$ cat src/rtl/cdb_arbiter.sv
// Common Data Bus arbiter: buffers completed results per producer and broadcasts
// one per cycle, rotating priority round-robin, with a finish pulse back to the winner.
module cdb_arbiter #(
   parameter int unsigned NSRC     = 3,
   parameter int unsigned TAG_W    = 4,
   parameter int unsigned DATA_W   = 32,
   parameter int unsigned DEPTH    = 2,
   parameter int unsigned TAG_FREE = 0
) (
   input  logic                    clk,
   input  logic                    rst,
   input  logic [NSRC-1:0]         src_valid,
   input  logic [NSRC*TAG_W-1:0]   src_tag,
   input  logic [NSRC*DATA_W-1:0]  src_data,
   output logic [NSRC-1:0]         src_ready,
   output logic [NSRC-1:0]         src_finish,
   output logic                    cdb_valid,
   output logic [TAG_W-1:0]        cdb_tag,
   output logic [DATA_W-1:0]       cdb_data,
   output logic [$clog2(NSRC)-1:0] cdb_src
);

   localparam int unsigned SW = $clog2(NSRC);
   localparam int unsigned PW = $clog2(DEPTH);
   localparam int unsigned CW = $clog2(DEPTH + 1);

   logic [TAG_W-1:0]  tag_mem_q  [NSRC][DEPTH];
   logic [DATA_W-1:0] data_mem_q [NSRC][DEPTH];
   logic [PW-1:0]     rd_ptr_q [NSRC];
   logic [PW-1:0]     rd_ptr_d [NSRC];
   logic [PW-1:0]     wr_ptr_q [NSRC];
   logic [PW-1:0]     wr_ptr_d [NSRC];
   logic [CW-1:0]     count_q  [NSRC];
   logic [CW-1:0]     count_d  [NSRC];
   logic [SW-1:0]     rr_ptr_q;
   logic [SW-1:0]     rr_ptr_d;
   logic [NSRC-1:0]   push;
   logic [NSRC-1:0]   pop;
   logic              grant;
   logic [SW-1:0]     winner;
   logic [SW-1:0]     idx;

   // A valid carrying the reserved tag is dropped here, so it never reaches a FIFO.
   always_comb begin
      for (int unsigned i = 0; i < NSRC; i++) begin
         src_ready[i] = (count_q[i] < CW'(DEPTH));
         push[i]      = src_valid[i] && src_ready[i] &&
                        (src_tag[i*TAG_W +: TAG_W] != TAG_W'(TAG_FREE));
      end
   end

   // Arbitration looks only at registered FIFO state, so a push this cycle is not eligible yet.
   always_comb begin
      grant  = 1'b0;
      winner = '0;
      idx    = '0;
      for (int unsigned k = 0; k < NSRC; k++) begin
         idx = SW'((32'(rr_ptr_q) + k) % NSRC);
         if (!grant && (count_q[idx] != '0)) begin
            grant  = 1'b1;
            winner = idx;
         end
      end
      pop = grant ? (NSRC'(1) << winner) : '0;
   end

   always_comb begin
      for (int unsigned i = 0; i < NSRC; i++) begin
         rd_ptr_d[i] = rd_ptr_q[i] + PW'(pop[i]);
         wr_ptr_d[i] = wr_ptr_q[i] + PW'(push[i]);
         count_d[i]  = count_q[i] + CW'(push[i]) - CW'(pop[i]);
      end
      if (!grant)
         rr_ptr_d = rr_ptr_q;
      else if (winner == SW'(NSRC - 1))
         rr_ptr_d = '0;
      else
         rr_ptr_d = winner + 1'b1;
   end

   always_ff @(posedge clk) begin
      for (int unsigned i = 0; i < NSRC; i++) begin
         if (push[i]) begin
            tag_mem_q[i][wr_ptr_q[i]]  <= src_tag[i*TAG_W +: TAG_W];
            data_mem_q[i][wr_ptr_q[i]] <= src_data[i*DATA_W +: DATA_W];
         end
      end
   end

   always_ff @(posedge clk or posedge rst) begin
      if (rst) begin
         for (int unsigned i = 0; i < NSRC; i++) begin
            rd_ptr_q[i] <= '0;
            wr_ptr_q[i] <= '0;
            count_q[i]  <= '0;
         end
         rr_ptr_q   <= '0;
         cdb_valid  <= 1'b0;
         cdb_tag    <= TAG_W'(TAG_FREE);
         cdb_data   <= '0;
         cdb_src    <= '0;
         src_finish <= '0;
      end else begin
         for (int unsigned i = 0; i < NSRC; i++) begin
            rd_ptr_q[i] <= rd_ptr_d[i];
            wr_ptr_q[i] <= wr_ptr_d[i];
            count_q[i]  <= count_d[i];
         end
         rr_ptr_q   <= rr_ptr_d;
         cdb_valid  <= grant;
         src_finish <= pop;
         if (grant) begin
            cdb_tag  <= tag_mem_q[winner][rd_ptr_q[winner]];
            cdb_data <= data_mem_q[winner][rd_ptr_q[winner]];
            cdb_src  <= winner;
         end else begin
            cdb_tag  <= TAG_W'(TAG_FREE);
            cdb_data <= '0;
         end
      end
   end

endmodule

$ cat config.mk
export PLATFORM = sky130hd
export DESIGN_NAME = cdb_arbiter
export DESIGN_NICKNAME = d
export VERILOG_FILES = /design/src/rtl/cdb_arbiter.sv
export SDC_FILE = /design/constraint.sdc
export NUM_CORES = 1
export LEC_CHECK = 0
export BUFFER_PORTS_ARGS = -buffer_cell sky130_fd_sc_hd__buf_2
export CAP_MARGIN = 0
export CORE_MARGIN = 2
export CORE_UTILIZATION = 45
export CTS_CLUSTER_SIZE = 30
export DETAILED_ROUTE_END_ITERATION = 6
export GPL_TIMING_DRIVEN = 1
export PLACE_DENSITY = 0.71
export SYNTH_ARGS = -nofsm -noshare
export SYNTH_HDL_FRONTEND = slang
export SYNTH_SLANG_ARGS = --single-unit
$ cat constraint.sdc
create_clock -name clk -period 4.1 [get_ports clk]
set_clock_uncertainty 0.15 [all_clocks]
set_input_delay 0.205 -clock clk [delete_from_list [all_inputs] [get_ports clk]]
set_output_delay 0.205 -clock clk [all_outputs]
set_load 0.01 [all_outputs]
* Yosys cells after proc, flatten, opt, wreduce, memory -nomap -nowiden
Memory sizes are Yosys's and may differ from the RTL's.
Index checks and enable logic that the tools add are counted.
** Word-level totals
- Bits in registers :: 56
- Bits of input ports :: 113
- Logic and storage cells :: 127
- Output and inout port bits :: 45
- Memories :: 2
- RAM bits :: 216
** Memory list
- data_mem_q :: depth 3, width 64, read ports 1, clocked after Yosys merged registers in 0, wr ports 3, RTL line 28 : logic [DATA_W-1:0] data_mem_q [NSRC][DEPTH];
- tag_mem_q :: depth 3, width 8, read ports 1, clocked after Yosys merged registers in 0, wr ports 3, RTL line 27 : logic [TAG_W-1:0] tag_mem_q [NSRC][DEPTH];
** Operators by class
- Mux-type cells :: 49
- Order comparisons :: 14
- Eq/ne operators :: 1
- Bitwise logic cells :: 8
- Divide/modulo/power cells :: 3
- Shift-type cells :: 1
- Reduce and logical (&&, ||, !) cells :: 19
- $add $sub $neg :: 15
** Operator list (count)
- 32-bit 2-to-1 mux :: 7
- 64-bit 2-to-1 mux :: 3
- 32-bit demux with 1-bit select :: 3
- 32-bit by 2-bit remainder unit with 32-bit output, second input constant :: 2
- 2-bit by 2-bit remainder unit with 32-bit output, second input constant :: 1
- 4-bit 2-to-1 mux :: 7
- 8-bit 2-to-1 mux :: 3
- 2-bit 2-to-1 mux :: 10
- 2-bit binary-select mux with 2-bit select :: 3
- 4-bit demux with 1-bit select :: 3
- 3-bit greater-or-equal comparator, second input constant :: 4
- 2-bit NOT with 3-bit output :: 4
- 4-bit nonzero test :: 3
- 1-bit logical AND :: 11
- 2-bit greater-or-equal comparator, second input constant :: 4
- 1-bit 2-to-1 mux :: 8
- 1-bit NOT with 2-bit output :: 4
- 1-bit adder :: 6
- 2-bit by 1-bit adder with 2-bit output :: 3
- 2-bit by 1-bit less-than comparator with 1-bit output, second input constant :: 3
- 2-bit less-than comparator, second input constant :: 3
- 2-bit nonzero test :: 3
- 2-bit by 1-bit subtractor with 2-bit output :: 3
- 2-bit by 1-bit adder with 3-bit output, second input constant :: 1
- 7 further kinds :: 8

* Depth between registers and ports, before layout
Gate-level depths: netlist of the first run.
- Depth after elaboration :: 22
- Gate-level depth with buffers :: 14

* Worst setup path before layout of the first run
No wires, ideal clock.
- Kind :: flip-flop to flip-flop
- Start :: register rr_ptr_q[1]
- End :: register count_q[5] (netlist bit)
- Cell stages (with the launch flop) :: 14
- Period minus slack after synthesis :: 3.072 ns
- Slack :: 1.028 ns
- Data required time :: 3.826 ns
- Buffers on the path :: 1
- Arrival time :: 2.798 ns
- Cell sequence :: dfrtp_1 -> inv_1 -> ha_1 -> nor3_2 -> o32a_4 -> clkbuf_1 -> a31o_1 -> a22o_1 -> and3_1 -> ha_1 -> inv_1 -> ha_1 -> xnor2_1 -> xnor2_1
** RTL lines
- start: declaration :: RTL line 35 : logic [SW-1:0] rr_ptr_q;
- start signal: assignment :: RTL line 109 : rr_ptr_q <= rr_ptr_d;
- end signal: indexed assignment :: RTL line 107 : count_q[i] <= count_d[i];
- end: declaration :: RTL line 33 : logic [CW-1:0] count_q [NSRC];

* Worst setup path after layout of the first run
- Start :: register rr_ptr_q[1]
- End :: register cdb_data[1]
** On the way
- Word-level cells in the longest chain between the ends :: 22
** RTL lines
- parallel branches: the longest is 21 deep, another holds 32-bit by 2-bit remainder unit with 32-bit output
- 32-bit 2-to-1 mux (*) :: RTL line 112 : if (grant) begin
- end signal: assignment :: RTL line 114 : cdb_data <= data_mem_q[winner][rd_ptr_q[winner]];
- end: declaration :: RTL line 19 : output logic [DATA_W-1:0] cdb_data,
Mark *: on every way between the ends. The select of a mux whose other input is x is not followed.
A chain may end at the register's enable or synchronous reset.

==> flow_metrics.env, run 1 <==
export IMPL_cp_max_fo=28
export IMPL_crit_required_ns=4.39
export IMPL_worstMarginPinSlew_ns=1.14
export IMPL_netlist_area_sq_mm=0.0109
export IMPL_met3_usage=0.0332
export IMPL_grt_overflow=0
export IMPL_clock_path_buffers=3
export IMPL_tritoncts="yes"
export IMPL_nets=1067
export IMPL_grt_pass1_wl_microns=43600
export IMPL_critPathLaunchType="flip-flop"
export IMPL_outcome="complete, no violations"
export IMPL_die_width_microns=160
export IMPL_ir_drop_mv=0.656
export IMPL_fin_tns_setup_ns=0
export IMPL_busiest_layer="met2"
export IMPL_syn_nets=807
export IMPL_viasPerCell=5.63
export IMPL_syn2layout_area_growth_pct=28.9
export IMPL_synth_edf_count=216
export IMPL_crit_top_cell="buf_4"
export IMPL_fmax_mhz=274
export IMPL_path_clk_slew_ns=0.07
export IMPL_wl_per_cell_microns=22.3
export IMPL_critPathTopFamily="compound AO/OA/AOI/OAI gates"
export IMPL_slew_violations=0
export IMPL_synth_ff_type="edfxtp_1"
export IMPL_route_detailed_drc=0
export IMPL_fin_crit_sh=0.891
export IMPL_drive_gt1_frac=0.291
export IMPL_finalPower_mw=13.7
export IMPL_relSlewSlack=0.240
export IMPL_critPathMaxStageDelay_ns=0.42
export IMPL_avgSynthCellArea_sq_um=16.1
export IMPL_ant_nets=0
export IMPL_worst_setup_path_type="flip-flop to flip-flop"
export IMPL_yosysWarnings=0
export IMPL_io_pins=158
export IMPL_drt_pass1_iter_count=5
export IMPL_clock_sinks=272
export IMPL_grt_max_degree=61
export IMPL_grt_total_usage=0.222
export IMPL_p_leak_nw=5.19
export IMPL_crit_chain="inv_1 -> ha_1 -> nor3b_2 -> o32a_4 -> nor4b_4 -> buf_4 -> buf_4 -> a2111oi_0 -> a211oi_1 -> a221oi_1 -> a211oi_2"
export IMPL_rsz0062_at_grt="false"
export IMPL_end_kind="flip-flop"
export IMPL_initial_core_util=0.453
export IMPL_holdCritPathClass="input port to flip-flop"
export IMPL_setup_violations_final=0
export IMPL_htreeDepth=1
export IMPL_synth_seq_area_share=0.722
export IMPL_die_h_microns=160
export IMPL_synthArstFlopShare=0.206
export IMPL_antenna_found_initial=1
export IMPL_use_met1=0.293
export IMPL_cts_buffers_inserted=28
export IMPL_ys_ff_latch=272
export IMPL_arrival_ns=3.94
export IMPL_drtIter0Drc=469
export IMPL_synth_top_area_share=0.594
export IMPL_root_buffer="clkbuf_16"
export IMPL_clk_latency_ns=0.54
export IMPL_dpl_hpwl_microns=17100
export IMPL_num_vias=7230
export IMPL_hold_viol_final=0
export IMPL_yosysTopAreaCell="edfxtp_1"
export IMPL_maxCapViolCount=0
export IMPL_synthTopCellsByArea="edfxtp_1 (59%), dfrtp_1 (13%), a211oi_2 (3.6%)"
export IMPL_power_density_mw_per_mm2=970
export IMPL_met2_usage=0.386
export IMPL_postCtsResizedCells=0
export IMPL_gp_congestion=0.790
export IMPL_fp_coreArea_sq_mm=0.0241
export IMPL_io_buffers=157
export IMPL_fin_crit_ns=3.65
export IMPL_cp_slowest_cell="o32a_4"
export IMPL_dieArea_sq_mm=0.0255
export IMPL_postSynthCellCount=678
export IMPL_num_fill_cells=1902
export IMPL_cp_buffers_inverters=3
export IMPL_first_global_vias=7637
export IMPL_row_count=57
export IMPL_yosys_cell_types_count=46
export IMPL_route_final_wire_length_microns=28700
## where the power goes
part           internal, mW  leakage (nW)  total [mW]  switching, mW
clock network          1.45         0.457        2.48           1.03
registers              3.83          2.63        4.09          0.262
logic                  2.72          2.11        7.09           4.37
## state kept, by name, indices dropped and copies added (netlist names)
register and cells:
src_finish 3, tag_mem_q 24, cdb_tag 4, cdb_valid 1, count_q 6, rd_ptr_q 3, rr_ptr_q 2, data_mem_q 192
cdb_data 32, wr_ptr_q 3, cdb_src 2
## metal layers
metal	wire, microns	share of wire
met5	0	0
met4	596	0.021
met2	14400	0.50
met3	1600	0.056
met1	12000	0.42
## through the flow
stage / hold slack (ns) / cells / util / cell area (sq um) / setup slack (ns)
floorplan: 0.154 / 678 / - / 10900 / 1.03
global placement: 0.190 / 1123 / 0.501 / 12100 / 0.679
detailed placement: 0.213 / 1123 / 0.501 / 12100 / 0.526
CTS: 0.0110 / 1284 / 0.584 / 14100 / 0.504
global route: 0.0340 / 1285 / 0.584 / 14100 / 0.248
finish: 0.00741 / 1285 / 0.584 / 14100 / 0.447
## worst paths after layout
| path | cells past startpoint | to | from | slack, ns |
|---|---|---|---|---|
| min reg2reg | 2 | cdb_src[0] | cdb_src[0] | 0.32 |
| min | 5 | wr_ptr_q[1] | src_valid[1] | 0.007 |
| max reg2reg | 11 | cdb_data[1] | rr_ptr_q[1] | 0.45 |
| min in group asynchronous | 3 | cdb_data[24] | rst | 0.17 |
| max | 11 | cdb_data[1] | rr_ptr_q[1] | 0.45 |
| max in group asynchronous | 4 | cdb_data[4] | rst | 2.75 |
## worst min-delay path, cell delays in order
cell	delay, ns
buf_2	0.08
nand3_1	0.10
inv_1	0.10
ha_2	0.15
inv_1	0.03
## final cells by class
class / count / area [sq um] / area share
tap: 324 / 405 / 0.0288
multi-input combinational: 290 / 2580 / 0.184
sequential: 272 / 7890 / 0.561
timing repair buffer: 288 / 2070 / 0.147
clock inverter: 14 / 130 / 0.00925
clock buffer: 38 / 778 / 0.0553
antenna: 1 / 2.50 / 0.000178
inverter: 58 / 219 / 0.0156
## cell usage after synthesis (2+ instances only)
master,count
a2111oi_0,36
a211oi_1,44
a211oi_2,31
a21oi_1,3
a221oi_1,36
buf_2,12
buf_4,3
buf_6,7
clkbuf_1,36
dfrtp_1,56
edfxtp_1,216
ha_1,16
inv_1,56
inv_2,2
nand2_1,6
nand2b_1,2
nand3_1,4
nor2_1,3
nor3_1,2
nor3b_2,2
o221ai_1,36
or3_1,36
or4_1,3
xnor2_1,8
## kinds of logic (layout without fill, tap and decap cells)
| logic type | count (synthesis) | count (layout) | share of synthesized area |
|---|---|---|---|
| adders and majority gates | 16 | 16 | 0.0183 |
| other | 0 | 1 | 0 |
| DFF | 272 | 272 | 0.722 |
| buffers and inverters | 116 | 398 | 0.0471 |
| AOI/OAI and AO/OA | 198 | 198 | 0.165 |
| and+or+nand+nor | 67 | 67 | 0.0402 |
| xor gates and xnor gates | 9 | 9 | 0.00722 |
## layout by cell type (no fill, tap or decap), types with 3 or more instances in the layout
cell type,instances
buf_4,20
inv_1,55
ha_1,10
clkinv_2,11
dfrtp_1,56
dlygate4sd3_1,109
a221oi_1,36
ha_2,6
a2111oi_0,36
nor2_1,3
nand3_1,3
o221ai_1,36
or3_1,36
a211oi_1,44
clkbuf_1,6
or4_1,3
buf_2,157
xnor2_1,8
edfxtp_1,216
clkbuf_16,28
clkbuf_8,4
nand2_1,6
a211oi_2,31
## what timing repair did
item / CTS / global route
buffers inserted: 0 / 0
endpoints found under the hold margin: 245 / 0
hold buffers: 109 / 0
(Power assumes the default switching activity.)
==> run 2: changes to the inputs <==
Settings changed: CORE_MARGIN 2 to default.
==> run 2 against run 1 <==
  * Worst setup slack better by 0.019 ns
  * Global-route usage increased by 2.1 points
  * Clock power increased by 8%
  * Total power increased by 1.6%
  * Critical path type unchanged
==> flow_metrics.env, run 2 (synthesis results as in run 1) <==
export IMPL_clk_latency_ns=0.55
export IMPL_rsz0062_at_grt="false"
export IMPL_grt_overflow=0
export IMPL_postCtsSetupRepairBufs=0
export IMPL_place_ws_ns=0.543
export IMPL_relSlewSlack=0.203
export IMPL_cp_slowest_cell="o32a_4"
export IMPL_grt_total_usage=0.243
export IMPL_fmax_mhz=275
export IMPL_worstMarginPinSlew_ns=1.20
export IMPL_p_leak_nw=5.23
export IMPL_initial_core_util=0.462
export IMPL_slew_violations=0
export IMPL_final_cell_count_no_fill=1283
export IMPL_clock_sinks=272
export IMPL_die_h_microns=158
export IMPL_arrival_ns=3.89
export IMPL_fin_crit_sh=0.886
export IMPL_tritoncts="yes"
export IMPL_first_global_vias=7589
export IMPL_route_detailed_drc=0
export IMPL_most_common_layout_cells="edfxtp_1 (216), buf_2 (157), dlygate4sd3_1 (110)"
export IMPL_cp_buffers_inverters=3
export IMPL_nets=1070
export IMPL_worst_setup_path_type="flip-flop to flip-flop"
export IMPL_ir_drop_mv=0.816
export IMPL_critPathTopFamily="compound AO/OA/AOI/OAI gates"
export IMPL_power_density_mw_per_mm2=981
export IMPL_outcome="complete, no violations"
export IMPL_critPathLaunchType="flip-flop"
export IMPL_row_count=56
export IMPL_die_width_microns=158
export IMPL_end_kind="flip-flop"
export IMPL_worst_slack_ns=0.467
export IMPL_hold_end="wr_ptr_q[2]"
export IMPL_holdCritPathClass="input port to flip-flop"
export IMPL_reg2reg_slack_ns=0.47
export IMPL_antennaDiodeCount=0
export IMPL_htreeDepth=1
export IMPL_worst_r2r_path_depth=11
export IMPL_timing_rr_start="rr_ptr_q[1]"
export IMPL_crit_required_ns=4.36
export IMPL_dpl_hpwl_microns=16800
export IMPL_cp_max_fo=36
export IMPL_path_clk_slew_ns=0.06
export IMPL_dieArea_sq_mm=0.0249
export IMPL_critPathMaxStageDelay_ns=0.50
export IMPL_grt_pass1_wl_microns=44500
export IMPL_viasPerCell=5.75
export IMPL_num_vias=7376
export IMPL_drtIter0Drc=600
export IMPL_io_pins=158
export IMPL_io_buffers=157
export IMPL_syn2layout_area_growth_pct=29.5
export IMPL_maxCapViolCount=0
export IMPL_wl_per_cell_microns=23.1
export IMPL_hold_viol_final=0
export IMPL_num_fill_cells=1785
export IMPL_clock_path_buffers=3
export IMPL_cts_buffers_inserted=29
export IMPL_drt_pass1_iter_count=6
export IMPL_largest_reg_flops=192
export IMPL_root_buffer="clkbuf_16"
export IMPL_final_common_cell="edfxtp_1"
export IMPL_antenna_found_initial=0
export IMPL_crit_top_cell="buf_4"
export IMPL_hp_start="src_valid[0]"
export IMPL_fin_crit_ns=3.63
export IMPL_reg2reg_to="cdb_data[28]"
export IMPL_final_seq_area_sq_mm=0.00789
export IMPL_gp_congestion=0.802
export IMPL_whs_path_depth=5
export IMPL_final_core_util=0.599
export IMPL_fin_tns_setup_ns=0
export IMPL_setup_violations_final=0
export IMPL_placed_cells=1119
export IMPL_fp_coreArea_sq_mm=0.0236
export IMPL_crit_chain="inv_1 -> ha_1 -> nor3_2 -> o32a_4 -> nor2_4 -> buf_4 -> a21o_2 -> nand3_4 -> buf_4 -> a221oi_1 -> a211oi_2"
export IMPL_ant_nets=0
export IMPL_route_final_wire_length_microns=29700
export IMPL_multi_input_area_sq_mm=0.00258
export IMPL_grt_max_degree=46
export IMPL_drive_gt1_frac=0.293
[run 2: cell count changes in the layout (fill, tap and decap cells not counted), sizes merged]
cell / before / now
clkinv: 13 / 11
inv: 57 / 59
buf: 179 / 180
bufinv: 2 / 3
clkbuf: 38 / 39
diode: 1 / 0
dlygate4sd3: 109 / 110
[run 2: layout make-up]
cell class,instances,area share
Multi-Input combinational cell,290,0.183
Sequential cell,272,0.558
Tap cell,319,0.0282
Timing Repair Buffer,290,0.146
Clock buffer,39,0.0582
Clock inverter,15,0.0114
Inverter,58,0.0155
[run 2: power breakdown]
group          switching [mW]  internal [mW]  leakage, nW
Combinational            4.42           2.70         2.12
Clock                    1.07           1.60        0.489
Sequential              0.257           3.83         2.63
[run 2: per-stage QoR]
stage | area [sq um] | hold slack, ns | total power [mW]
6_report | 14100 | 0.0363 | 13.9
2_1_floorplan | 10900 | 0.154 | 9.10
3_3_place_gp | 12100 | 0.180 | 10.9
5_1_grt | 14100 | 0.0593 | 14.6
3_5_place_dp | 12100 | 0.185 | 11.1
4_1_cts | 14100 | 0.0476 | 13.8
[run 2: worst max path at each step]
stage           startpoint           end  slack [ns]  cells past startpoint
4_1_cts        rr_ptr_q[1]  cdb_data[25]        0.53                     11
5_1_grt        rr_ptr_q[1]    cdb_tag[2]        0.28                     12
3_5_place_dp   rr_ptr_q[1]  cdb_data[31]        0.54                     11
2_1_floorplan  rr_ptr_q[1]    count_q[5]        1.03                     13
3_3_place_gp   rr_ptr_q[0]   cdb_data[7]        0.58                     10
6_report       rr_ptr_q[1]  cdb_data[28]        0.47                     11
[run 2: timing repair]
action | in CTS | in global routing
gates resized for setup | 0 | 0
hold endpoints to repair | 241 | 0
hold buffers | 110 | 0
[run 2: worst reg2reg max path, stage by stage (launching register included)]
cell and delay [ns]:
dfrtp_1 0.40, inv_1 0.10, ha_1 0.36, nor3_2 0.13
o32a_4 0.50, nor2_4 0.45, buf_4 0.35, a21o_2 0.17
nand3_4 0.07, buf_4 0.30, a221oi_1 0.43, a211oi_2 0.08
[run 2: layer usage]
layer / global-route usage / part of all wire
met1: 0.324 / 0.40
met2: 0.411 / 0.50
met3: 0.0364 / 0.071
met4: 0.0717 / 0.021
met5: 0 / 0
